### config.mk
export PLATFORM = sky130hd
export DESIGN_NAME = axi_lite_req_arbiter
export DESIGN_NICKNAME = d
export VERILOG_FILES = /design/src/rtl/axi_lite_req_arbiter.sv
export SDC_FILE = /design/constraint.sdc
export NUM_CORES = 1
export LEC_CHECK = 0
export ABC_AREA = 1
export BUFFER_PORTS_ARGS = -buffer_cell sky130_fd_sc_hd__buf_2
export CAP_MARGIN = 20
export CELL_PAD_IN_SITES_DETAIL_PLACEMENT = 0
export CELL_PAD_IN_SITES_GLOBAL_PLACEMENT = 1
export CORE_AREA = 5 5 106 128
export CTS_CLUSTER_DIAMETER = 40
export DETAILED_ROUTE_END_ITERATION = 8
export DIE_AREA = 0 0 111 133
export PLACE_DENSITY = 0.85
export SETUP_SLACK_MARGIN = 0.5
export SKIP_CTS_REPAIR_TIMING = 1
export SLEW_MARGIN = 20
export SYNTH_ARGS = -nofsm -noshare
export SYNTH_HDL_FRONTEND = slang
export SYNTH_SLANG_ARGS = --single-unit
### constraint.sdc
create_clock -name clk -period 1.71 [get_ports clk]
set_input_delay 0.2565 -clock clk [delete_from_list [all_inputs] [get_ports clk]]
set_output_delay 0.2565 -clock clk [all_outputs]
set_load 0.05 [all_outputs]
### src/rtl/axi_lite_req_arbiter.sv
// Two-requester AXI-Lite master: round-robin grant in IDLE, then one full
// write (AW+W then B) or read (AR then R) transaction before a done pulse.
module axi_lite_req_arbiter #(
   parameter int ADDR_WIDTH = 4,
   parameter int DATA_WIDTH = 32
) (
   input  logic                      clk,
   input  logic                      rst_n,
   input  logic [1:0]                req,
   input  logic [1:0]                we,
   input  logic [2*ADDR_WIDTH-1:0]   addr,
   input  logic [2*DATA_WIDTH-1:0]   wdata,
   output logic [1:0]                done,
   output logic [DATA_WIDTH-1:0]     rdata,
   output logic [1:0]                resp,
   output logic [ADDR_WIDTH-1:0]     m_axi_awaddr,
   output logic                      m_axi_awvalid,
   input  logic                      m_axi_awready,
   output logic [DATA_WIDTH-1:0]     m_axi_wdata,
   output logic [DATA_WIDTH/8-1:0]   m_axi_wstrb,
   output logic                      m_axi_wvalid,
   input  logic                      m_axi_wready,
   input  logic [1:0]                m_axi_bresp,
   input  logic                      m_axi_bvalid,
   output logic                      m_axi_bready,
   output logic [ADDR_WIDTH-1:0]     m_axi_araddr,
   output logic                      m_axi_arvalid,
   input  logic                      m_axi_arready,
   input  logic [DATA_WIDTH-1:0]     m_axi_rdata,
   input  logic [1:0]                m_axi_rresp,
   input  logic                      m_axi_rvalid,
   output logic                      m_axi_rready,
   output logic [2:0]                o_dbg_state
);

   // IDLE encodes as 0 so the debug port reads 0 out of reset.
   typedef enum logic [2:0] {
      S_IDLE  = 3'd0,
      S_WRITE = 3'd1,
      S_WRESP = 3'd2,
      S_READ  = 3'd3,
      S_RDATA = 3'd4,
      S_DONE  = 3'd5
   } state_t;

   state_t                r_state;
   state_t                w_next;
   logic                  r_owner;
   logic                  r_we;
   logic                  r_last;
   logic                  r_aw_pend;
   logic                  r_w_pend;
   logic [ADDR_WIDTH-1:0] r_addr;
   logic [DATA_WIDTH-1:0] r_wdata;
   logic [DATA_WIDTH-1:0] r_rdata;
   logic [1:0]            r_resp;

   logic                  w_grant_valid;
   logic                  w_grant_idx;
   logic [ADDR_WIDTH-1:0] w_grant_addr;
   logic [DATA_WIDTH-1:0] w_grant_wdata;

   // On a tie the requester that was not served last wins.
   always_comb begin
      w_grant_valid = 1'b0;
      w_grant_idx   = 1'b0;
      case (req)
         2'b01: begin w_grant_valid = 1'b1; w_grant_idx = 1'b0;    end
         2'b10: begin w_grant_valid = 1'b1; w_grant_idx = 1'b1;    end
         2'b11: begin w_grant_valid = 1'b1; w_grant_idx = ~r_last; end
         default: ;
      endcase
   end

   assign w_grant_addr  = w_grant_idx ? addr[2*ADDR_WIDTH-1:ADDR_WIDTH] : addr[ADDR_WIDTH-1:0];
   assign w_grant_wdata = w_grant_idx ? wdata[2*DATA_WIDTH-1:DATA_WIDTH] : wdata[DATA_WIDTH-1:0];

   always_ff @(posedge clk or negedge rst_n) begin
      if (!rst_n) r_state <= S_IDLE;
      else        r_state <= w_next;
   end

   // Handshakes: a beat transfers on a rising edge where valid and ready are
   // both high; a valid is never withdrawn before its transfer.
   always_comb begin
      w_next        = r_state;
      m_axi_awvalid = 1'b0;
      m_axi_wvalid  = 1'b0;
      m_axi_bready  = 1'b0;
      m_axi_arvalid = 1'b0;
      m_axi_rready  = 1'b0;
      done          = 2'b00;
      case (r_state)
         S_IDLE:  if (w_grant_valid) w_next = we[w_grant_idx] ? S_WRITE : S_READ;
         S_WRITE: begin
            m_axi_awvalid = r_aw_pend;
            m_axi_wvalid  = r_w_pend;
            if ((!r_aw_pend || m_axi_awready) && (!r_w_pend || m_axi_wready))
               w_next = S_WRESP;
         end
         S_WRESP: begin
            m_axi_bready = r_we;
            if (m_axi_bvalid) w_next = S_DONE;
         end
         S_READ: begin
            m_axi_arvalid = 1'b1;
            if (m_axi_arready) w_next = S_RDATA;
         end
         S_RDATA: begin
            m_axi_rready = !r_we;
            if (m_axi_rvalid) w_next = S_DONE;
         end
         S_DONE: begin
            done   = r_owner ? 2'b10 : 2'b01;
            w_next = S_IDLE;
         end
         default: w_next = S_IDLE;
      endcase
   end

   always_ff @(posedge clk or negedge rst_n) begin
      if (!rst_n) begin
         r_owner   <= 1'b0;
         r_we      <= 1'b0;
         r_last    <= 1'b1;
         r_aw_pend <= 1'b0;
         r_w_pend  <= 1'b0;
         r_addr    <= '0;
         r_wdata   <= '0;
         r_rdata   <= '0;
         r_resp    <= 2'b00;
      end else begin
         case (r_state)
            S_IDLE: if (w_grant_valid) begin
               r_owner   <= w_grant_idx;
               r_we      <= we[w_grant_idx];
               r_addr    <= w_grant_addr;
               r_wdata   <= w_grant_wdata;
               r_aw_pend <= we[w_grant_idx];
               r_w_pend  <= we[w_grant_idx];
            end
            S_WRITE: begin
               if (m_axi_awready) r_aw_pend <= 1'b0;
               if (m_axi_wready)  r_w_pend  <= 1'b0;
            end
            S_WRESP: if (m_axi_bvalid) r_resp <= m_axi_bresp;
            S_RDATA: if (m_axi_rvalid) begin
               r_rdata <= m_axi_rdata;
               r_resp  <= m_axi_rresp;
            end
            S_DONE:  r_last <= r_owner;
            default: ;
         endcase
      end
   end

   assign m_axi_awaddr = r_addr;
   assign m_axi_araddr = r_addr;
   assign m_axi_wdata  = r_wdata;
   assign m_axi_wstrb  = '1;
   assign rdata        = r_rdata;
   assign resp         = r_resp;
   assign o_dbg_state  = r_state;

endmodule

==> key figures <==
Synth
  – Mapped Cells: 443
  – Netlist Area Pre-Place: 3580 µm²
  – Cell taking the most area after synthesis: dfrtp_1
  – Post-Synthesis Mean Instance Area: 8.09 µm²
  – Register area share after synthesis: 54.5%
  – Synth warnings: 0
  – Synth Register Bits: 78
  – Yosys top cell area share: 53.8%
  – Synth top area cells: dfrtp_1, nand2_1, o21ai_0
  – Yosys cell types: 22

Hold path
  – Min-delay src: m_axi_rdata[26]
  – Classification of the worst-slack hold path: input pin to register

Outcome
  – Status: finished, final reports clean

Critical path
  – CP top delay family: flip-flops
  – Max stage delay on crit path: 460 ps
  – CP required: 1450 ps
  – Crit path buffers/inverters: 3
  – CP max stage cell: dfrtp_2
  – Capturing element type of the critical path: output pin
  – Crit path DAT: 1430 ps
  – Critical path launch point: o_dbg_state[1]
  – Worst r2r src: o_dbg_state[1]
  – CP Class: register to output pin
  – Ordered list of cells on the worst path: inv_4 -> nand2_4 -> nor2_4 -> inv_4 -> nor2_4 -> buf_8
  – CP Max Fanout: 6
  – CP Launch Type: register

Global route
  – Vias in the first global route: 3690
  – Global-route track usage on met3: 4.71%
  – GRT Overall Usage: 14.9%
  – Global route total overflow: 0
  – Initial antenna violation count: 1
  – GRT Max-Usage Layer: met2
  – Met2 Usage GRT: 23.7%
  – First-pass GRT wire length: 18.1 mm
  – Met1 GRT Util: 19.2%
  – Largest net degree at the start of global routing: 40

Detailed routing
  – Final WL: 12.4 mm
  – WL/cell: 14.9 µm
  – Number of remaining DRC errors: 0
  – Vias: 3768
  – Drt initial violations: 282
  – Antenna-violating nets left: 0
  – Vias/cell: 4.56
  – 1st-pass router iterations: 7

STA
  – Count of final max-slew check failures: 0
  – RSZ-0062 raised after global routing: true
  – Final WS setup: 20.3 ps
  – Final setup vio count: 0
  – Hold_ws: 156 ps
  – Final Hold Violating Endpoints: 0
  – Tcrit/Tclk final: 98.8%
  – Minimum clock period: 1690 ps
  – Setup TNS: 0 ps
  – Clock Skew: 8.95 ps
  – Highest Clock Rate: 592 MHz

Power and ir drop
  – Pleak: 3.04 nW
  – VDD IR max: 0.944 mV
  – PwrDens: 2320 nW/µm²

Final layout
  – P&R area growth vs syn: 62.5%
  – Share of cells above drive strength 1: 46.3%
  – Post-Layout Cell Count: 827
  – Filler instances: 1230
  – Most frequent cells in the layout: buf_2, nand2_1, dfrtp_1
  – Antenna cells: 0
  – Final nets: 777
  – Final core occ: 47.2%
  – Most common cell after layout, fill and taps aside: buf_2

Floorplan
  – Total die area: 14800 µm²
  – Chip height: 133 µm
  – Initial core utilization: 29.1%
  – Area of the core: 12300 µm²
  – # IOs: 207
  – Num rows: 45
  – Die width: 111 µm

Run
  – Max_cap viols: 0

CTS
  – Root Driver: clkbuf_16
  – Clock latency on the worst-skew pair: 330 ps
  – CTS tree: built
  – Clk buf depth: 2
  – # clock sinks: 78
  – H-tree depth: 3
  – CTS clock-pin slew for the worst setup and hold paths: 60 ps
  – Inserted Clock Buffers: 9

Place
  – Port Buffers: 202
  – Post-DP HPWL: 8.47 mm
  – Placer Congestion: 0.796
  – Placed insts: 785
  – Pre-CTS WS: 160 ps
==> stage by stage <==
| stage | power, mW | area, µm² |
|---|---|---|
| 6_report | 13.5 | 5820 |
| 5_1_grt | 14.3 | 5820 |
| 4_1_cts | 11.9 | 5080 |
| 3_5_place_dp | 9.98 | 4780 |
| 3_3_place_gp | 9.89 | 4780 |
| 2_1_floorplan | 8.41 | 3690 |
==> power breakdown <==
group          internal [mW]  switching, mW  total, mW
Clock                   1.17          0.745       1.92
Combinational           2.72           5.48       8.20
Sequential              2.75          0.670       3.42
==> kinds of logic (layout without fill, tap and decap cells) <==
family / count (synthesis) / in the layout / share of synthesized area, %
flip-flops: 78 / 78 / 54.5
AO/OA/AOI/OAI: 84 / 84 / 11.8
AND/OR/NAND/NOR: 228 / 228 / 25.8
buffers and inverters: 52 / 269 / 7.85
other: 1 / 4 / 0.105
==> per-layer routing <==
layer	routed length, µm	vias to the layer above	share of wire (%)
met5	13	-	0.11
met4	174	2	1.4
met3	967	15	7.8
met2	5860	175	47
met1	5340	1733	43
li1	-	1843	-
==> cells in the mapped netlist (all sizes together) <==
master and number:
nand2 138, o21ai 82, dfrtp 77, nor2 51, nand3 36, buf 24, inv 16, clkbuf 12
nor3 2, a21oi 1, conb 1, dfstp 1, nand4 1, o21bai 1
==> registers in the layout, indices dropped and copies added, names as in the netlist <==
register and count:
m_axi_wdata 32, rdata 32, m_axi_araddr 4, o_dbg_state 3, resp 2, r_aw_pend 1, r_last 1, r_owner 1
r_w_pend 1, r_we 1
==> worst reg2reg max path: stages (launching register included) <==
cell and delay (ps):
dfrtp_2 460, inv_4 100, nand2_4 80, buf_4 140, nor2_4 150, o21ai_4 110
buf_12 200, nand2_1 100, o21ai_1 60
==> layout make-up <==
type / count / area (µm²) / area share, %
clock inverter: 5 / 58.8 / 1.01
multi-input combinational: 316 / 1590 / 27.2
sequential: 78 / 1960 / 33.6
clock buffer: 11 / 243 / 4.17
tap: 164 / 205 / 3.52
timing repair buffer: 237 / 1700 / 29.2
inverter: 16 / 75.1 / 1.29
==> worst paths after layout <==
check | endpoint | slack (ps) | depth (start not counted)
worst min register to register | rdata[20] | 470 | 2
worst min-delay path | rdata[26] | 160 | 3
max in group asynchronous | o_dbg_state[0] | 740 | 3
min in group asynchronous | rdata[27] | 410 | 2
worst max-delay path | m_axi_rready | 20 | 6
worst max register to register | m_axi_araddr[2] | 220 | 8
Note: power is estimated with default switching activity, not from simulation.
